`config.mk`:
```
export PLATFORM = sky130hd
export DESIGN_NAME = cpu_seq
export DESIGN_NICKNAME = d
export VERILOG_FILES = /design/src/rtl/cpu_seq_pkg.sv /design/src/rtl/ram_read_wait.sv /design/src/rtl/cpu_seq.sv
export SDC_FILE = /design/constraint.sdc
export NUM_CORES = 1
export LEC_CHECK = 0
export ABC_AREA = 1
export CORE_ASPECT_RATIO = 1.75
export CORE_MARGIN = 4
export CORE_UTILIZATION = 25
export CTS_BUF_LIST = sky130_fd_sc_hd__clkbuf_16
export DETAILED_ROUTE_END_ITERATION = 10
export GPL_TIMING_DRIVEN = 0
export PLACE_DENSITY_LB_ADDON = 0.1
export REMOVE_ABC_BUFFERS = 1
export SYNTH_ARGS = -nofsm -noshare
export SYNTH_HDL_FRONTEND = slang
export SYNTH_SLANG_ARGS = --single-unit
```
`constraint.sdc`:
```
create_clock -name clk -period 1.7 [get_ports clk]
set_input_delay 0.34 -clock clk [delete_from_list [all_inputs] [get_ports clk]]
set_output_delay 0.34 -clock clk [all_outputs]
set_load 0.02 [all_outputs]
```
`src/rtl/cpu_seq_pkg.sv`:
```
// Shared definitions for the cpu_seq accumulator sequencer:
// opcode values, FSM state encoding and the operand-count decode.
package cpu_seq_pkg;

  localparam logic [7:0] OP_HALT = 8'h00;
  localparam logic [7:0] OP_LDI  = 8'h01;
  localparam logic [7:0] OP_LDA  = 8'h02;
  localparam logic [7:0] OP_STA  = 8'h03;
  localparam logic [7:0] OP_OUT  = 8'h04;
  localparam logic [7:0] OP_JMP  = 8'h05;
  localparam logic [7:0] OP_JNZ  = 8'h06;
  localparam logic [7:0] OP_DEC  = 8'h07;
  localparam logic [7:0] OP_NOP  = 8'h08;

  typedef enum logic [3:0] {
    S_IDLE    = 4'd0,
    S_FETCH   = 4'd1,
    S_RDWAIT  = 4'd2,
    S_DECODE  = 4'd3,
    S_OPLO    = 4'd4,
    S_OPHI    = 4'd5,
    S_EXEC    = 4'd6,
    S_MEMRD   = 4'd7,
    S_TXWAIT  = 4'd8,
    S_TXGUARD = 4'd9
  } state_t;

  // Operand bytes following an opcode; undefined opcodes take none and trap in EXEC.
  function automatic logic [1:0] op_bytes(input logic [7:0] op);
    logic [1:0] n;
    case (op)
      OP_LDI:                         n = 2'd1;
      OP_LDA, OP_STA, OP_JMP, OP_JNZ: n = 2'd2;
      default:                        n = 2'd0;
    endcase
    return n;
  endfunction

endpackage

```
`src/rtl/ram_read_wait.sv`:
```
// Wait-state counter for RAM reads: loaded by go, done marks the last
// of the RD_LAT-1 cycles spent in RDWAIT.
module ram_read_wait #(
  parameter int RD_LAT = 2
) (
  input  logic clk,
  input  logic rst,
  input  logic go,
  output logic done
);

  localparam logic [2:0] LOAD = 3'(RD_LAT - 1);

  logic [2:0] cnt_r;

  // Count down the remaining wait cycles of the current read.
  always_ff @(posedge clk or negedge rst) begin
    if (!rst) begin
      cnt_r <= 3'd0;
    end else if (go) begin
      cnt_r <= LOAD;
    end else if (cnt_r != 3'd0) begin
      cnt_r <= cnt_r - 3'd1;
    end else begin
      cnt_r <= cnt_r;
    end
  end

  assign done = (cnt_r == 3'd1);

endmodule

```
`src/rtl/cpu_seq.sv`:
```
// Accumulator sequencer CPU: fetches byte opcodes from block RAM, executes
// load/store/branch/decrement and hands bytes to the UART transmitter.
module cpu_seq
  import cpu_seq_pkg::*;
#(
  parameter int ADDR_W = 9,
  parameter int RD_LAT = 2
) (
  input  logic              clk,
  input  logic              rst,
  input  logic              start,
  input  logic [ADDR_W-1:0] startaddr,
  input  logic [7:0]        dread,
  output logic [ADDR_W-1:0] c_raddr,
  output logic [ADDR_W-1:0] c_waddr,
  output logic [7:0]        dwrite,
  output logic              write_en,
  output logic [7:0]        tx_byte,
  output logic              transmit,
  input  logic              is_transmitting,
  output logic              halted,
  output logic              illegal,
  output logic              led
);

  // With RD_LAT=1 the issuing state consumes the data on its very next cycle.
  localparam logic              USE_WAIT = (RD_LAT > 1);
  localparam logic [ADDR_W-1:0] PC_ONE   = {{(ADDR_W-1){1'b0}}, 1'b1};

  state_t            state_r, state_s, ret_r, ret_s;
  logic              rd_pend_r, rd_pend_s, go_s, rd_done_s;
  logic [ADDR_W-1:0] pc_r, pc_s, raddr_r, raddr_s, waddr_r, waddr_s, op_addr_s;
  logic [7:0]        acc_r, acc_s, opcode_r, opcode_s, lo_r, lo_s, hi_r, hi_s;
  logic [7:0]        dwrite_r, dwrite_s, tx_r, tx_s;
  logic              we_r, we_s, xmit_r, xmit_s, halt_r, halt_s, led_r, led_s, ill_r, ill_s;

  ram_read_wait #(.RD_LAT(RD_LAT)) u_wait (
    .clk  (clk),
    .rst  (rst),
    .go   (go_s),
    .done (rd_done_s)
  );

  assign op_addr_s = ADDR_W'({hi_r, lo_r});

  // Next-state and next-output decode; every register holds unless changed here.
  always_comb begin
    state_s   = state_r;
    ret_s     = ret_r;
    rd_pend_s = rd_pend_r;
    go_s      = 1'b0;
    pc_s      = pc_r;
    acc_s     = acc_r;
    opcode_s  = opcode_r;
    lo_s      = lo_r;
    hi_s      = hi_r;
    raddr_s   = raddr_r;
    waddr_s   = waddr_r;
    dwrite_s  = dwrite_r;
    tx_s      = tx_r;
    ill_s     = ill_r;
    we_s      = 1'b0;
    xmit_s    = 1'b0;
    halt_s    = 1'b0;
    led_s     = 1'b0;
    case (state_r)
      S_IDLE: begin
        if (start) begin
          pc_s    = startaddr;
          ill_s   = 1'b0;
          state_s = S_FETCH;
        end else begin
          state_s = S_IDLE;
        end
      end
      S_FETCH: begin
        if (!rd_pend_r) begin
          raddr_s   = pc_r;
          rd_pend_s = 1'b1;
          go_s      = USE_WAIT;
          ret_s     = S_FETCH;
          state_s   = USE_WAIT ? S_RDWAIT : S_FETCH;
        end else begin
          opcode_s  = dread;
          pc_s      = pc_r + PC_ONE;
          rd_pend_s = 1'b0;
          state_s   = S_DECODE;
        end
      end
      S_RDWAIT: begin
        if (rd_done_s) begin
          state_s = ret_r;
        end else begin
          state_s = S_RDWAIT;
        end
      end
      S_DECODE: begin
        led_s   = 1'b1;
        state_s = (op_bytes(opcode_r) == 2'd0) ? S_EXEC : S_OPLO;
      end
      S_OPLO: begin
        if (!rd_pend_r) begin
          raddr_s   = pc_r;
          rd_pend_s = 1'b1;
          go_s      = USE_WAIT;
          ret_s     = S_OPLO;
          state_s   = USE_WAIT ? S_RDWAIT : S_OPLO;
        end else begin
          lo_s      = dread;
          hi_s      = 8'h00;
          pc_s      = pc_r + PC_ONE;
          rd_pend_s = 1'b0;
          state_s   = (op_bytes(opcode_r) == 2'd2) ? S_OPHI : S_EXEC;
        end
      end
      S_OPHI: begin
        if (!rd_pend_r) begin
          raddr_s   = pc_r;
          rd_pend_s = 1'b1;
          go_s      = USE_WAIT;
          ret_s     = S_OPHI;
          state_s   = USE_WAIT ? S_RDWAIT : S_OPHI;
        end else begin
          hi_s      = dread;
          pc_s      = pc_r + PC_ONE;
          rd_pend_s = 1'b0;
          state_s   = S_EXEC;
        end
      end
      S_EXEC: begin
        state_s = S_FETCH;
        case (opcode_r)
          OP_HALT: begin
            halt_s  = 1'b1;
            state_s = S_IDLE;
          end
          OP_LDI: acc_s = lo_r;
          OP_LDA: state_s = S_MEMRD;
          OP_STA: begin
            waddr_s  = op_addr_s;
            dwrite_s = acc_r;
            we_s     = 1'b1;
          end
          OP_OUT: state_s = S_TXWAIT;
          OP_JMP: pc_s = op_addr_s;
          OP_JNZ: begin
            if (acc_r != 8'h00) begin
              pc_s = op_addr_s;
            end else begin
              pc_s = pc_r;
            end
          end
          OP_DEC: acc_s = acc_r - 8'h01;
          OP_NOP: state_s = S_FETCH;
          default: begin
            ill_s   = 1'b1;
            halt_s  = 1'b1;
            state_s = S_IDLE;
          end
        endcase
      end
      S_MEMRD: begin
        if (!rd_pend_r) begin
          raddr_s   = op_addr_s;
          rd_pend_s = 1'b1;
          go_s      = USE_WAIT;
          ret_s     = S_MEMRD;
          state_s   = USE_WAIT ? S_RDWAIT : S_MEMRD;
        end else begin
          acc_s     = dread;
          rd_pend_s = 1'b0;
          state_s   = S_FETCH;
        end
      end
      S_TXWAIT: begin
        if (!is_transmitting) begin
          tx_s    = acc_r;
          xmit_s  = 1'b1;
          state_s = S_TXGUARD;
        end else begin
          state_s = S_TXWAIT;
        end
      end
      // The UART raises its busy flag a cycle late; give it that cycle.
      S_TXGUARD: state_s = S_FETCH;
      default:   state_s = S_IDLE;
    endcase
  end

  // State and datapath registers; all outputs come straight from here.
  always_ff @(posedge clk or negedge rst) begin
    if (!rst) begin
      state_r   <= S_IDLE;
      ret_r     <= S_IDLE;
      rd_pend_r <= 1'b0;
      pc_r      <= '0;
      acc_r     <= 8'h00;
      opcode_r  <= 8'h00;
      lo_r      <= 8'h00;
      hi_r      <= 8'h00;
      raddr_r   <= '0;
      waddr_r   <= '0;
      dwrite_r  <= 8'h00;
      tx_r      <= 8'h00;
      we_r      <= 1'b0;
      xmit_r    <= 1'b0;
      halt_r    <= 1'b0;
      led_r     <= 1'b0;
      ill_r     <= 1'b0;
    end else begin
      state_r   <= state_s;
      ret_r     <= ret_s;
      rd_pend_r <= rd_pend_s;
      pc_r      <= pc_s;
      acc_r     <= acc_s;
      opcode_r  <= opcode_s;
      lo_r      <= lo_s;
      hi_r      <= hi_s;
      raddr_r   <= raddr_s;
      waddr_r   <= waddr_s;
      dwrite_r  <= dwrite_s;
      tx_r      <= tx_s;
      we_r      <= we_s;
      xmit_r    <= xmit_s;
      halt_r    <= halt_s;
      led_r     <= led_s;
      ill_r     <= ill_s;
    end
  end

  assign c_raddr  = raddr_r;
  assign c_waddr  = waddr_r;
  assign dwrite   = dwrite_r;
  assign write_en = we_r;
  assign tx_byte  = tx_r;
  assign transmit = xmit_r;
  assign halted   = halt_r;
  assign illegal  = ill_r;
  assign led      = led_r;

endmodule

```
# After elaboration in Yosys (flattened, before gate mapping)
# Cells that the tools add are included.
[word_totals]
ff_bits = 85
out_inout_bits = 39
elab_cells = 130
[op_classes]
add_sub_neg = 3
eq_ne = 33
mux = 47
n_bitwise = 1
n_reduce_logical = 28
[ops]
columns = ["op", "n"]
rows = [
  ["$mux 9", 5],
  ["$pmux 4 s10", 1],
  ["$pmux 9 s2", 2],
  ["$eq 8x3->1 const B", 4],
  ["$pmux 8 s2", 2],
  ["$pmux 9 s3", 1],
  ["$mux 4", 5],
  ["$ne 2x2->1 const B", 10],
  ["$eq 4x3->1 const B", 4],
  ["$eq 8x2->1 const B", 2],
  ["$pmux 4 s4", 1],
  ["$mux 1", 15],
  ["$mux 2", 6],
  ["$mux 3", 4],
  ["$pmux 4 s3", 1],
  ["$reduce_and 3->1", 4],
  ["$reduce_and 5->1", 2],
  ["$reduce_bool 2->1", 5],
  ["$add 9x1->9 const B", 1],
  ["$reduce_or 9->1", 1],
  ["$eq 4x2->1 const B", 2],
  ["$eq 4x4->1 const B", 2],
  ["$eq 8x1->1 const B", 1],
  ["$eq 8x4->1 const B", 1],
  ["24 further kinds", 30],
]

# Logic depth before layout (Yosys ltp)
[depth]
ltp_word = 9
ltp_mapped = 11
depth_no_buf = 11

# Cells and area by module
# Synthesis repeated with hierarchy kept, for this count alone.
[hier_totals]
hier_cells = 548
hier_area_um2 = 4436.8
[by_module_without_submodules]
columns = ["module", "n_inst", "cells_each", "area_each_um2", "seq_area_each_um2"]
rows = [
  ["cpu_seq", 1, 523, 4236.6, 2026.9],
  ["ram_read_wait", 1, 25, 200.2, 75.1],
]

# Worst setup path before layout
# No wires, ideal clock.
[synth_path]
path_type = "register -> register"
startpoint = "register opcode_r[5]"
endpoint = "register dwrite_r[4], in the netlist dwrite[4]"
setup_ns = 0.123
arrival_time_ns = 1.297
required_ns = 1.577
slack_ns = 0.281
path_stages_with_launch = 10
n_path_buf = 1
synth_period_minus_slack_ns = 1.419
cell_sequence = "dfrtp_1 > nor2_1 > nand2_1 > clkinv_1 > nand2_1 > nor2_4 > inv_2 > buf_2 > nand2_1 > o21ai_1"
[synth_via]
elab_chain_len = 2
[synth_lines]
columns = ["element", "line", "source"]
rows = [
  ["start, declared", "cpu_seq.sv:33", "logic [7:0] acc_r, acc_s, opcode_r, opcode_s, lo_r, lo_s, hi_r, hi_s;"],
  ["start signal, assigned", "cpu_seq.sv:216", "opcode_r <= opcode_s;"],
  ["$eq 8x2->1", "cpu_seq.sv:132", "case (opcode_r)"],
  ["$reduce_and 2->1 (no line)", "-", ""],
  ["end signal, assigned", "cpu_seq.sv:221", "dwrite_r <= dwrite_s;"],
  ["end, declared", "cpu_seq.sv:34", "logic [7:0] dwrite_r, dwrite_s, tx_r, tx_s;"],
]
# Every way passes these cells.
# A chain may end at the register's enable or synchronous reset.

# Worst setup path in the final report
[layout_path]
startpoint = "register waddr_r[3], in the netlist c_waddr[3]"
endpoint = "output c_waddr[3]"
[layout_rtl]
columns = ["element", "line", "source"]
rows = [
  ["start, declared", "cpu_seq.sv:32", "logic [ADDR_W-1:0] pc_r, pc_s, raddr_r, raddr_s, waddr_r, waddr_s, op_addr_s;"],
  ["start signal, assigned", "cpu_seq.sv:220", "waddr_r <= waddr_s;"],
  ["end, declared", "cpu_seq.sv:15", "output logic [ADDR_W-1:0] c_waddr,"],
]
# No word-level cell between the ends.

==> qor.csv <==
stage,metric,value,unit
outcome,status,finished clean,
cts,CTS tree,yes,
setup_path,Critical Path AT,1.33,ns
sta,Final period util,98.05,%
global_routing,vias in the first global route,3878,
floorplan,Die H,181.4,µm
sta,final hold vios,0,
routing,DR vias,3825,
setup_path,CP Capture Type,primary output,
synth,Mapped Cells,547,
global_routing,All-Layer GR Usage,14.12,%
finish,Util after Layout,33.76,%
sta,final slew viol count,0,
setup_path,worst setup path category,flop to primary output,
cts,H-tree depth,3,
placed_design,cell count after placement,818,
finish,# nets final,650,
floorplan,Starting Density,25.35,%
synth,Syn Area/Cell,7.853,µm²
sta,final clock skew,0.01210,ns
sta,relative slew slack,62.87,%
sta,endpoints failing setup,0,
setup_path,slowest cell on the critical path,clkdlybuf4s50_1,
cts,Num CTS Buffers,9,
sta,f_max,600.0,MHz
sta,minimum clock period,1.667,ns
setup_path,crit-path cells,clkdlybuf4s50_1,
placed_design,DP Wirelength,9.474,mm
synth,Syn. warnings,0,
finish,layout cells sized above 1,15.29,%
synth,"Seq/Total Area, Yosys",48.94,%
cts,Root Buffer,clkbuf_16,
synth,Synth cell types,33,
pwr,overall power,9564,µW
setup_path,CP required,1.36,ns
pwr,Max IR drop VDD,0.5054,mV
floorplan,die area,0.01943,mm²
finish,Ant. Diodes,0,
cts,worst-skew pair later-pin latency,0.35,ns
run,Max Cap Viol,0,
worst_hold_path,Hold WC Path Type,primary input to async pin,
sta,PnR worst setup slack,0.03321,ns
routing,Residual DRC,0,
finish,final non-filler cell total,855,
floorplan,Rows,63,
global_routing,initial antenna violation count,0,
global_routing,first-pass GRT wire length,21.07,mm
placed_design,IO Port Bufs,59,
cts,CTS Buffer Depth,2,
floorplan,Top-Level Pins,60,
cts,# clock sinks,84,
setup_path,Crit Path Max Fanout,2,
cts,"CTS clk-pin slew, worst paths",0.07,ns
routing,post-route ant nets,0,
placed_design,Routability Congestion,0.8508,
routing,DR vias/cell,4.474,
setup_path,Critical Path Source Type,flop,
global_routing,largest net degree at the start of global routing,67,
global_routing,total grt overflow,0,
setup_path,CP Buf/Inv Count,1,
synth,post-synthesis cell area,0.004295,mm²
finish,post-synthesis to final-layout area growth,33.21,%
placed_design,Setup WS pre-CTS,-0.8663,ns
setup_path,Top Family by Delay on Critical Path,buffers and inverters,
routing,Wirelength per Cell,15.46,µm
pwr,leak pwr,0.002794,µW
floorplan,Die X,107.1,µm
routing,Pre-antenna DRT Iters,5,
pwr,PwrDens,1672,mW/mm²
sta,Worst Tran Pin Value,0.5564,ns
synth,"FF+latch count, synth",84,
sta,setup TNS,0,ns
routing,routed wire length,13.22,mm
setup_path,R2R Setup Slk,0.12,ns
floorplan,core area,0.01695,mm²
setup_path,highest cell delay on the worst timing path,0.61,ns
routing,DRT iter0 DRCs,174,
## where the power goes
part	leakage, µW	total (µW)	switching [µW]	internal, µW
clock network	0.000133	1860	866	996
logic	0.00163	4200	2540	1670
registers	0.00103	3500	776	2720
## routing by layer
layer,routed length [µm],global-route usage (%)
met2,7586,27.39
met5,0,0
met4,335,5.223
met1,4947,14.91
met3,350,2.134
## per-stage QoR
stage | hold WS, ns | instance area [µm²]
2_1_floorplan | 0.04441 | 4195
3_3_place_gp | 0.4661 | 5070
3_5_place_dp | 0.2535 | 5095
4_1_cts | 0.4326 | 5547
5_1_grt | 0.4540 | 5722
6_report | 0.4215 | 5722
## cell usage in the layout, fill, tap and decap left out, types with 3 or more instances in the layout
| cell | synthesis | layout |
|---|---|---|
| nand3_1 | 36 | 35 |
| clkinv_4 | 0 | 3 |
| nand2_4 | 1 | 7 |
| o211ai_1 | 7 | 7 |
| dfrtp_1 | 84 | 81 |
| nor2_4 | 4 | 5 |
| a22oi_1 | 4 | 4 |
| a21oi_1 | 8 | 8 |
| inv_1 | 46 | 43 |
| clkdlybuf4s50_1 | 0 | 46 |
| ha_1 | 6 | 6 |
| dlygate4sd2_1 | 0 | 4 |
| nor2_1 | 46 | 40 |
| inv_2 | 9 | 8 |
| xor2_1 | 5 | 5 |
| o21ai_1 | 16 | 15 |
| buf_4 | 2 | 16 |
| a31oi_2 | 8 | 8 |
| dfrtp_2 | 0 | 3 |
| clkbuf_16 | 0 | 9 |
| nor3_1 | 5 | 4 |
| nand2_2 | 5 | 8 |
| nor2_2 | 1 | 7 |
| dlymetal6s2s_1 | 0 | 8 |
| o21ai_0 | 39 | 39 |
| nand4_1 | 4 | 4 |
| nand2_1 | 187 | 176 |
## kinds of logic after synthesis
logic type / Yosys count / synth area share [%]
AO/OA/AOI/OAI: 86 / 12.29
XOR/XNOR: 6 / 1.223
adder cells (fa/ha/maj): 6 / 1.748
buffers and inverters: 72 / 7.224
flip-flops: 84 / 48.94
AND/OR/NAND/NOR: 293 / 28.58
## sequential cells by signal (all words and copies together) (netlist names)
signal        cells
hi_r              1
led               1
acc_r             8
halted            1
c_raddr           9
write_en          1
tx_byte           8
lo_r              8
ret_r             3
u_wait.cnt_r      3
c_waddr           9
state_r           4
dwrite            8
rd_pend_r         1
transmit          1
opcode_r          8
pc_r              9
illegal           1
## area by class of cell
class,instances,area (µm²)
Sequential cell,84,2106
Clock inverter,7,51.30
Fill cell,1865,11230
Multi-Input combinational cell,392,2018
Tap cell,227,284.0
Timing Repair Buffer,79,795.8
Timing Repair inverter,1,5.005
Clock buffer,9,225.2
Inverter,56,236.5
## what timing repair did
item	CTS	global route
endpoints found under the setup margin	59	49
resized for setup	23	40
cloned	1	1
buffers inserted	10	8
hold buffers	1	0
pin swaps	5	2
endpoints found under the hold margin	18	0
## path summary, 6_finish.rpt
kind,from,end,depth (start not counted)
setup / recovery,c_waddr[3],c_waddr[3],1
hold / removal,rst,transmit,2
setup reg to reg,state_r[3],pc_r[7],9
hold reg to reg,tx_byte[3],tx_byte[3],2
max in group asynchronous,rst,c_raddr[2],3
min in group clk,tx_byte[3],tx_byte[3],2
## Yosys cell counts (all sizes together)
cell type / number / area share, %
o22ai: 1 / 0.15
nand3: 37 / 4.4
clkinv: 1 / 0.087
nand2: 193 / 17
dfrtp: 84 / 49
buf: 13 / 2.1
xnor2: 1 / 0.20
a22oi: 4 / 0.70
ha: 6 / 1.7
o21ai: 55 / 6.4
a21boi: 1 / 0.26
clkbuf: 3 / 0.26
nor3: 5 / 0.58
or2: 2 / 0.29
xor2: 5 / 1.0
a31oi: 10 / 2.6
inv: 55 / 4.8
nand4: 4 / 0.58
nor2: 51 / 5.2
a21oi: 8 / 0.93
nor4: 1 / 0.15
o211ai: 7 / 1.2
No activity file was read; power rests on OpenSTA's default activity.
